File: src/rtl/display_frame_sequencer_if.sv
// ----------------------------------------------------------------------------
// display_frame_sequencer_if
// Groups the request/blink inputs and the digit-mux / shift-register / external
// chain strobes of the display frame sequencer.
//   Requester -> sequencer : en, update_req, refresh_tick, blink_mask[2:0], blink_phase
//   Sequencer -> display   : digit_sel[2:0], seg_en, sr_load, sr_shift,
//                            ext_clk, ext_latch, busy, frame_done
// modport slave  : the sequencer side
// modport master : the side that issues requests and observes the strobes
// ----------------------------------------------------------------------------
interface display_frame_sequencer_if;
    logic       en;
    logic       update_req;
    logic       refresh_tick;
    logic [2:0] blink_mask;
    logic       blink_phase;
    logic [2:0] digit_sel;
    logic       seg_en;
    logic       sr_load;
    logic       sr_shift;
    logic       ext_clk;
    logic       ext_latch;
    logic       busy;
    logic       frame_done;

    modport slave (
        input  en, update_req, refresh_tick, blink_mask, blink_phase,
        output digit_sel, seg_en, sr_load, sr_shift, ext_clk, ext_latch,
               busy, frame_done
    );

    modport master (
        output en, update_req, refresh_tick, blink_mask, blink_phase,
        input  digit_sel, seg_en, sr_load, sr_shift, ext_clk, ext_latch,
               busy, frame_done
    );
endinterface

File: src/rtl/display_frame_sequencer.sv
// ----------------------------------------------------------------------------
// display_frame_sequencer
// Sequences one display frame: for each digit select the BCD digit, parallel
// load the digit shift register, clock its bits out to the external chain,
// and after the last digit latch the chain. Frame requests (time update,
// 1 Hz tick, idle keep-alive timer) are arbitrated and requests arriving
// mid-frame collapse into a single pending frame. Blink blanking per digit
// group is applied through seg_en during LOAD.
// Ports:
//   clk      : system clock, rising edge
//   reset_n  : asynchronous active-low reset
//   bus      : display_frame_sequencer_if.slave (requests in, strobes out)
// ----------------------------------------------------------------------------
module display_frame_sequencer #(
    parameter int NUM_DIGITS     = 6,
    parameter int BITS_PER_DIGIT = 8,
    parameter int REFRESH_DIV    = 4096
) (
    input  logic                        clk,
    input  logic                        reset_n,
    display_frame_sequencer_if.slave    bus
);
    localparam int DIG_W = (NUM_DIGITS  > 1) ? $clog2(NUM_DIGITS)  : 1;
    localparam int BIT_W = $clog2(BITS_PER_DIGIT);
    localparam int KA_W  = (REFRESH_DIV > 1) ? $clog2(REFRESH_DIV) : 1;

    localparam logic [DIG_W-1:0] LAST_DIGIT = DIG_W'(NUM_DIGITS - 1);
    localparam logic [BIT_W-1:0] LAST_BIT   = BIT_W'(BITS_PER_DIGIT - 1);
    localparam logic [KA_W-1:0]  KA_LAST    = KA_W'(REFRESH_DIV - 1);

    typedef enum logic [2:0] {
        S_IDLE,
        S_LOAD,
        S_SHIFT_LO,
        S_SHIFT_HI,
        S_LATCH,
        S_DONE
    } state_t;

    state_t             r_state, w_state_nxt;
    logic [DIG_W-1:0]   r_digit, w_digit_nxt;
    logic [BIT_W-1:0]   r_bit,   w_bit_nxt;
    logic               r_pend,  w_pend_nxt;
    logic [KA_W-1:0]    r_ka;

    logic               w_ka_hit;
    logic               w_req;
    logic [1:0]         w_grp;
    logic               w_blank;

    logic [2:0]         w_digit_sel;
    logic               w_seg_en;
    logic               w_sr_load;
    logic               w_sr_shift;
    logic               w_ext_clk;
    logic               w_ext_latch;
    logic               w_frame_done;

    // Keep-alive counter is only ever non-zero in IDLE, so the hit term
    // cannot fire mid-frame.
    assign w_ka_hit = (r_state == S_IDLE) && (r_ka == KA_LAST);
    assign w_req    = bus.update_req | bus.refresh_tick | w_ka_hit;

    // Two digits per blink group: seconds, minutes, hours.
    assign w_grp = 2'(r_digit >> 1);

    always_comb begin
        case (w_grp)
            2'd0:    w_blank = bus.blink_mask[0];
            2'd1:    w_blank = bus.blink_mask[1];
            default: w_blank = bus.blink_mask[2];
        endcase
    end

    always_comb begin
        w_state_nxt  = r_state;
        w_digit_nxt  = r_digit;
        w_bit_nxt    = r_bit;
        w_pend_nxt   = r_pend;
        w_digit_sel  = 3'd0;
        w_seg_en     = 1'b0;
        w_sr_load    = 1'b0;
        w_sr_shift   = 1'b0;
        w_ext_clk    = 1'b0;
        w_ext_latch  = 1'b0;
        w_frame_done = 1'b0;

        case (r_state)
            S_IDLE: begin
                if (bus.en && (w_req || r_pend)) begin
                    w_state_nxt = S_LOAD;
                    w_digit_nxt = '0;
                    w_pend_nxt  = 1'b0;
                end
            end
            S_LOAD: begin
                if (w_req) w_pend_nxt = 1'b1;
                w_sr_load   = 1'b1;
                w_digit_sel = 3'(r_digit);
                w_seg_en    = ~(bus.blink_phase & w_blank);
                w_bit_nxt   = '0;
                w_state_nxt = S_SHIFT_LO;
            end
            S_SHIFT_LO: begin
                if (w_req) w_pend_nxt = 1'b1;
                w_digit_sel = 3'(r_digit);
                w_state_nxt = S_SHIFT_HI;
            end
            S_SHIFT_HI: begin
                if (w_req) w_pend_nxt = 1'b1;
                w_digit_sel = 3'(r_digit);
                w_ext_clk   = 1'b1;
                w_sr_shift  = 1'b1;
                if (r_bit == LAST_BIT) begin
                    w_bit_nxt = '0;
                    if (r_digit == LAST_DIGIT) begin
                        w_state_nxt = S_LATCH;
                    end else begin
                        w_digit_nxt = r_digit + DIG_W'(1);
                        w_state_nxt = S_LOAD;
                    end
                end else begin
                    w_bit_nxt   = r_bit + BIT_W'(1);
                    w_state_nxt = S_SHIFT_LO;
                end
            end
            S_LATCH: begin
                // Bit counter is reused to hold the latch pulse for two cycles.
                if (w_req) w_pend_nxt = 1'b1;
                w_ext_latch = 1'b1;
                if (r_bit == BIT_W'(1)) begin
                    w_bit_nxt   = '0;
                    w_state_nxt = S_DONE;
                end else begin
                    w_bit_nxt   = r_bit + BIT_W'(1);
                end
            end
            S_DONE: begin
                // Pending is consumed here either way: a dropped en discards it.
                w_frame_done = 1'b1;
                w_pend_nxt   = 1'b0;
                w_digit_nxt  = '0;
                if (bus.en && (r_pend || w_req)) w_state_nxt = S_LOAD;
                else                             w_state_nxt = S_IDLE;
            end
            default: begin
                w_state_nxt = S_IDLE;
                w_digit_nxt = '0;
                w_bit_nxt   = '0;
                w_pend_nxt  = 1'b0;
            end
        endcase
    end

    always_ff @(posedge clk or negedge reset_n) begin
        if (!reset_n) begin
            r_state <= S_IDLE;
            r_digit <= '0;
            r_bit   <= '0;
            r_pend  <= 1'b0;
        end else begin
            r_state <= w_state_nxt;
            r_digit <= w_digit_nxt;
            r_bit   <= w_bit_nxt;
            r_pend  <= w_pend_nxt;
        end
    end

    // Counts IDLE cycles with en=1; holds while en=0, clears outside IDLE.
    always_ff @(posedge clk or negedge reset_n) begin
        if (!reset_n) begin
            r_ka <= '0;
        end else if (r_state != S_IDLE || w_state_nxt != S_IDLE) begin
            r_ka <= '0;
        end else if (bus.en) begin
            r_ka <= (r_ka == KA_LAST) ? '0 : r_ka + KA_W'(1);
        end
    end

    assign bus.digit_sel  = w_digit_sel;
    assign bus.seg_en     = w_seg_en;
    assign bus.sr_load    = w_sr_load;
    assign bus.sr_shift   = w_sr_shift;
    assign bus.ext_clk    = w_ext_clk;
    assign bus.ext_latch  = w_ext_latch;
    assign bus.busy       = (r_state != S_IDLE);
    assign bus.frame_done = w_frame_done;

endmodule
File: src/flat_wrapper.sv
// flat-port wrapper written by rule: the top's interface ports become plain ports
module display_frame_sequencer_flat 
#(
    parameter int NUM_DIGITS     = 6,
    parameter int BITS_PER_DIGIT = 8,
    parameter int REFRESH_DIV    = 4096
)
  (clk, reset_n, bus_en, bus_update_req, bus_refresh_tick, bus_blink_mask, bus_blink_phase, bus_digit_sel, bus_seg_en, bus_sr_load, bus_sr_shift, bus_ext_clk, bus_ext_latch, bus_busy, bus_frame_done);
  display_frame_sequencer_if bus_i ();
  input  logic clk;
  input  logic reset_n;
  input wire logic [$bits(bus_i.en)-1:0] bus_en;
  input wire logic [$bits(bus_i.update_req)-1:0] bus_update_req;
  input wire logic [$bits(bus_i.refresh_tick)-1:0] bus_refresh_tick;
  input wire logic [$bits(bus_i.blink_mask)-1:0] bus_blink_mask;
  input wire logic [$bits(bus_i.blink_phase)-1:0] bus_blink_phase;
  output wire logic [$bits(bus_i.digit_sel)-1:0] bus_digit_sel;
  output wire logic [$bits(bus_i.seg_en)-1:0] bus_seg_en;
  output wire logic [$bits(bus_i.sr_load)-1:0] bus_sr_load;
  output wire logic [$bits(bus_i.sr_shift)-1:0] bus_sr_shift;
  output wire logic [$bits(bus_i.ext_clk)-1:0] bus_ext_clk;
  output wire logic [$bits(bus_i.ext_latch)-1:0] bus_ext_latch;
  output wire logic [$bits(bus_i.busy)-1:0] bus_busy;
  output wire logic [$bits(bus_i.frame_done)-1:0] bus_frame_done;
  assign bus_i.en = bus_en;
  assign bus_i.update_req = bus_update_req;
  assign bus_i.refresh_tick = bus_refresh_tick;
  assign bus_i.blink_mask = bus_blink_mask;
  assign bus_i.blink_phase = bus_blink_phase;
  assign bus_digit_sel = bus_i.digit_sel;
  assign bus_seg_en = bus_i.seg_en;
  assign bus_sr_load = bus_i.sr_load;
  assign bus_sr_shift = bus_i.sr_shift;
  assign bus_ext_clk = bus_i.ext_clk;
  assign bus_ext_latch = bus_i.ext_latch;
  assign bus_busy = bus_i.busy;
  assign bus_frame_done = bus_i.frame_done;
  display_frame_sequencer #(.NUM_DIGITS(NUM_DIGITS), .BITS_PER_DIGIT(BITS_PER_DIGIT), .REFRESH_DIV(REFRESH_DIV)) u_core (.clk(clk), .reset_n(reset_n), .bus(bus_i));
endmodule
File: config.mk
export PLATFORM = sky130hd
export DESIGN_NAME = display_frame_sequencer_flat
export DESIGN_NICKNAME = d
export VERILOG_FILES = /design/src/rtl/display_frame_sequencer_if.sv /design/src/rtl/display_frame_sequencer.sv /design/src/flat_wrapper.sv
export SDC_FILE = /design/constraint.sdc
export NUM_CORES = 1
export LEC_CHECK = 0
export BUFFER_PORTS_ARGS = -buffer_cell sky130_fd_sc_hd__buf_2
export CORE_MARGIN = 1.5
export CORE_UTILIZATION = 40
export CTS_CLUSTER_DIAMETER = 40
export DETAILED_ROUTE_END_ITERATION = 10
export GPL_TIMING_DRIVEN = 0
export PLACE_DENSITY = 0.64
export SLEW_MARGIN = 20
export SYNTH_ARGS = -nofsm -noshare
export SYNTH_HDL_FRONTEND = slang
export SYNTH_SLANG_ARGS = --single-unit
File: constraint.sdc
create_clock -name clk -period 2.05 [get_ports clk]
set_clock_uncertainty 0.1 [all_clocks]
set_input_delay 0.41 -clock clk [delete_from_list [all_inputs] [get_ports clk]]
set_output_delay 0.41 -clock clk [all_outputs]
set_load 0.01 [all_outputs]
==> flow_summary.json <==
{
  "status": "completed",
  "setup_viol": 0,
  "cp_top_family": "flip-flops",
  "drv_cap": 0,
  "period_share": 0.978,
  "ys_seq_area_frac": 0.394,
  "nNetsFinal": 197,
  "max_freq_ghz": 0.499,
  "place_congestion": 0.808,
  "synth.distinct_cells": 43,
  "area_delta_synth_final_pct": 19.8,
  "grt_pass1_wl_um": 5620,
  "slew_violations": 0,
  "ant_nets": 0,
  "grt_max_degree": 23,
  "clk_pin_slew_worst_paths_ps": 130,
  "timing_worst_setup_path_type": "flip-flop to output port",
  "clkSinkCount": 22,
  "grt_pass1_vias": 1239,
  "hpwl_um": 2260,
  "fill_cells": 318,
  "cts_tree": "yes",
  "power_leakage_nw": 0.751,
  "portBuffers": 18,
  "path_cells": "buf_6, inv_1, nor3_2, a21boi_2, buf_2",
  "cp.required_ps": 1540,
  "critical_path_arrival_ps": 1500,
  "hold_path_class": "primary input to flip-flop",
  "cts_buffers": 3,
  "start_kind": "flip-flop",
  "synth_nets": 170,
  "die_h_um": 62.1,
  "power_density_nw_per_um2": 478,
  "htree_levels": 1,
  "synth.area.top_cells": "dfrtp_1 (39%), ha_1 (6.3%), nor2_1 (4.3%)",
  "viasPerCell": 5.42,
  "worstSetupEndpointType": "output port",
  "slowest_stage": "dfrtp_1",
  "antenna_found_initial": 0,
  "firstDrtPassIters": 4,
  "die_w_um": 62.1,
  "synthFlopType": "dfrtp_1",
  "grt.overflow.total": 0,
  "path_buf_inv": 3,
  "cts_root_buffer": "clkbuf_4",
  "first_iter_violations": 29,
  "worstPathMaxFanout": 7,
  "start_util": 0.419,
  "wire_per_inst_um": 14.1,
  "syn_avg_cell_area_um2": 9.08,
  "dp.cells": 218,
  "drc": 0,
  "clk_latency_ps": 320,
  "finalNonFillerCells": 226,
  "antenna_cells": 0,
  "synth_area_leader_cell": "dfrtp_1",
  "syn_area_um2": 1400,
  "routed_wl_um": 3180,
  "max_stage_delay_ps": 470,
  "ioPinCount": 19,
  "synth-async-reset-ratio": 1.00,
  "synth_top_area_frac": 0.394,
  "rsz0062_at_grt": "true",
  "yosys_warnings": 0,
  "die_area_um2": 3860,
  "syn_inst": 154,
  "ys_ff_latch": 22,
  "drive_gt1_frac": 0.244,
  "ir_drop_mv": 0.302,
  "synth_edf_count": 0,
  "worst_slew_pin_slew_ps": 533,
  "fin_total_pwr_w": 0.000801,
  "hold_viol_final": 0,
  "grt.total_usage": 0.177,
  "cts_max_path_buffers": 2,
  "slew-limit-headroom": 0.642,
  "layout_min_cycle_time_ps": 2010,
  "fp.coreArea_um2": 3340,
  "rows": 21,
  "via_count": 1225
}
## metal layers
metal,track usage,vias up,share of wire
met3,0.0236,2,0.024
met5,0,-,0
met4,0.0694,0,0.0079
li1,-,599,-
met2,0.289,21,0.50
met1,0.239,603,0.47
## cells in the final DEF (no fill, tap or decap), types with 2 or more instances in the layout
master     n
a311oi_1   2
clkbuf_4   3
xnor2_1    5
nand3_1    6
ha_1       7
nor3_1     3
buf_2     18
o22ai_1    2
dfrtp_1   22
nand2b_1   5
nand4_1    3
buf_4      8
nor3_2     3
inv_1     13
o21a_1     5
xor2_1     3
a31oi_1    3
and2_1     3
nor2_1    16
a21oi_1    7
buf_6      3
mux2i_1    3
nand2_1    8
o21ai_0    5
## tightest hold or removal path, delay by kind of cell
family / cells / cell delay, ps
buffers and inverters: 2 / 250
AOI/OAI and AO/OA: 1 / 60
and+or+nand+nor: 1 / 70
## cells by family (layout without fill, tap and decap cells)
group | Yosys count | after routing | share of synthesized area
compound gates | 35 | 35 | 0.177
fa+ha+maj | 7 | 7 | 0.0627
xor+xnor | 8 | 8 | 0.0501
mux | 3 | 3 | 0.0215
simple gates | 57 | 57 | 0.216
flops | 22 | 22 | 0.394
buf+inv | 22 | 48 | 0.0788
## cell type report
type | count | area, um^2 | area share
multi-input cells | 110 | 767 | 0.458
plain buffers | 8 | 67.6 | 0.0404
clock inverters | 1 | 30.0 | 0.0179
well taps | 46 | 57.6 | 0.0344
inverters | 13 | 48.8 | 0.0291
flip-flops and latches | 22 | 551 | 0.329
clock buffers | 3 | 22.5 | 0.0135
repair buffers | 23 | 130 | 0.0777
## report_power, final
part           internal (W)  switching (W)
clock network      0.000198       0.000144
logic            0.00000986      0.0000149
registers          0.000434              0
total              0.000641       0.000159
## Yosys cell counts, drive strengths merged (2+ instances only)
master / count
and3: 2
nand4: 4
xor2: 3
inv: 13
a31oi: 4
o21ai: 5
and2: 3
a311oi: 2
o21a: 5
xnor2: 5
a21oi: 7
ha: 7
nand2b: 5
mux2i: 3
clkbuf: 2
o22ai: 2
nand2: 8
a211oi: 2
buf: 7
dfrtp: 22
nor2: 16
nor3: 7
nand3: 6
## worst paths after layout
check                                   from                end  slack, ps  cells past startpoint
min                                   bus_en     u_core.r_ka[1]        410                      4
min reg2reg                  u_core.r_ka[11]    u_core.r_ka[11]        430                      1
max reg2reg                   u_core.r_ka[0]     u_core.r_ka[9]        200                      6
max in group asynchronous            reset_n     u_core.r_ka[9]       1020                      2
max                        u_core.r_state[0]         bus_seg_en         40                      5
min in group asynchronous            reset_n  u_core.r_digit[0]        490                      2
## timing repair
item,4_1_cts,5_1_grt
endpoints found under the setup margin,3,6
gates cloned,0,0
buffers inserted,1,3
hold endpoints to repair,22,0
gates resized for setup,5,5
hold buffers,1,0
pin swaps,0,1
## registers in the layout, indices dropped and copies added, names as in the netlist
| signal | cells |
|---|---|
| u_core.r_ka | 12 |
| u_core.r_bit | 3 |
| u_core.r_digit | 3 |
| u_core.r_state | 3 |
| u_core.r_pend | 1 |
## through the flow
step	area, um^2	hold WS (ps)	utilization	setup slack (ps)	setup TNS [ps]
5_1_grt	1670	400	0.502	-22.3	-37.1
3_3_place_gp	1550	305	0.463	250	0
4_1_cts	1630	394	0.489	19.6	0
3_5_place_dp	1550	313	0.463	216	0
6_report	1670	406	0.502	44.6	0
2_1_floorplan	1400	14.4	-	170	0
Power figures use the tool's default switching activity.
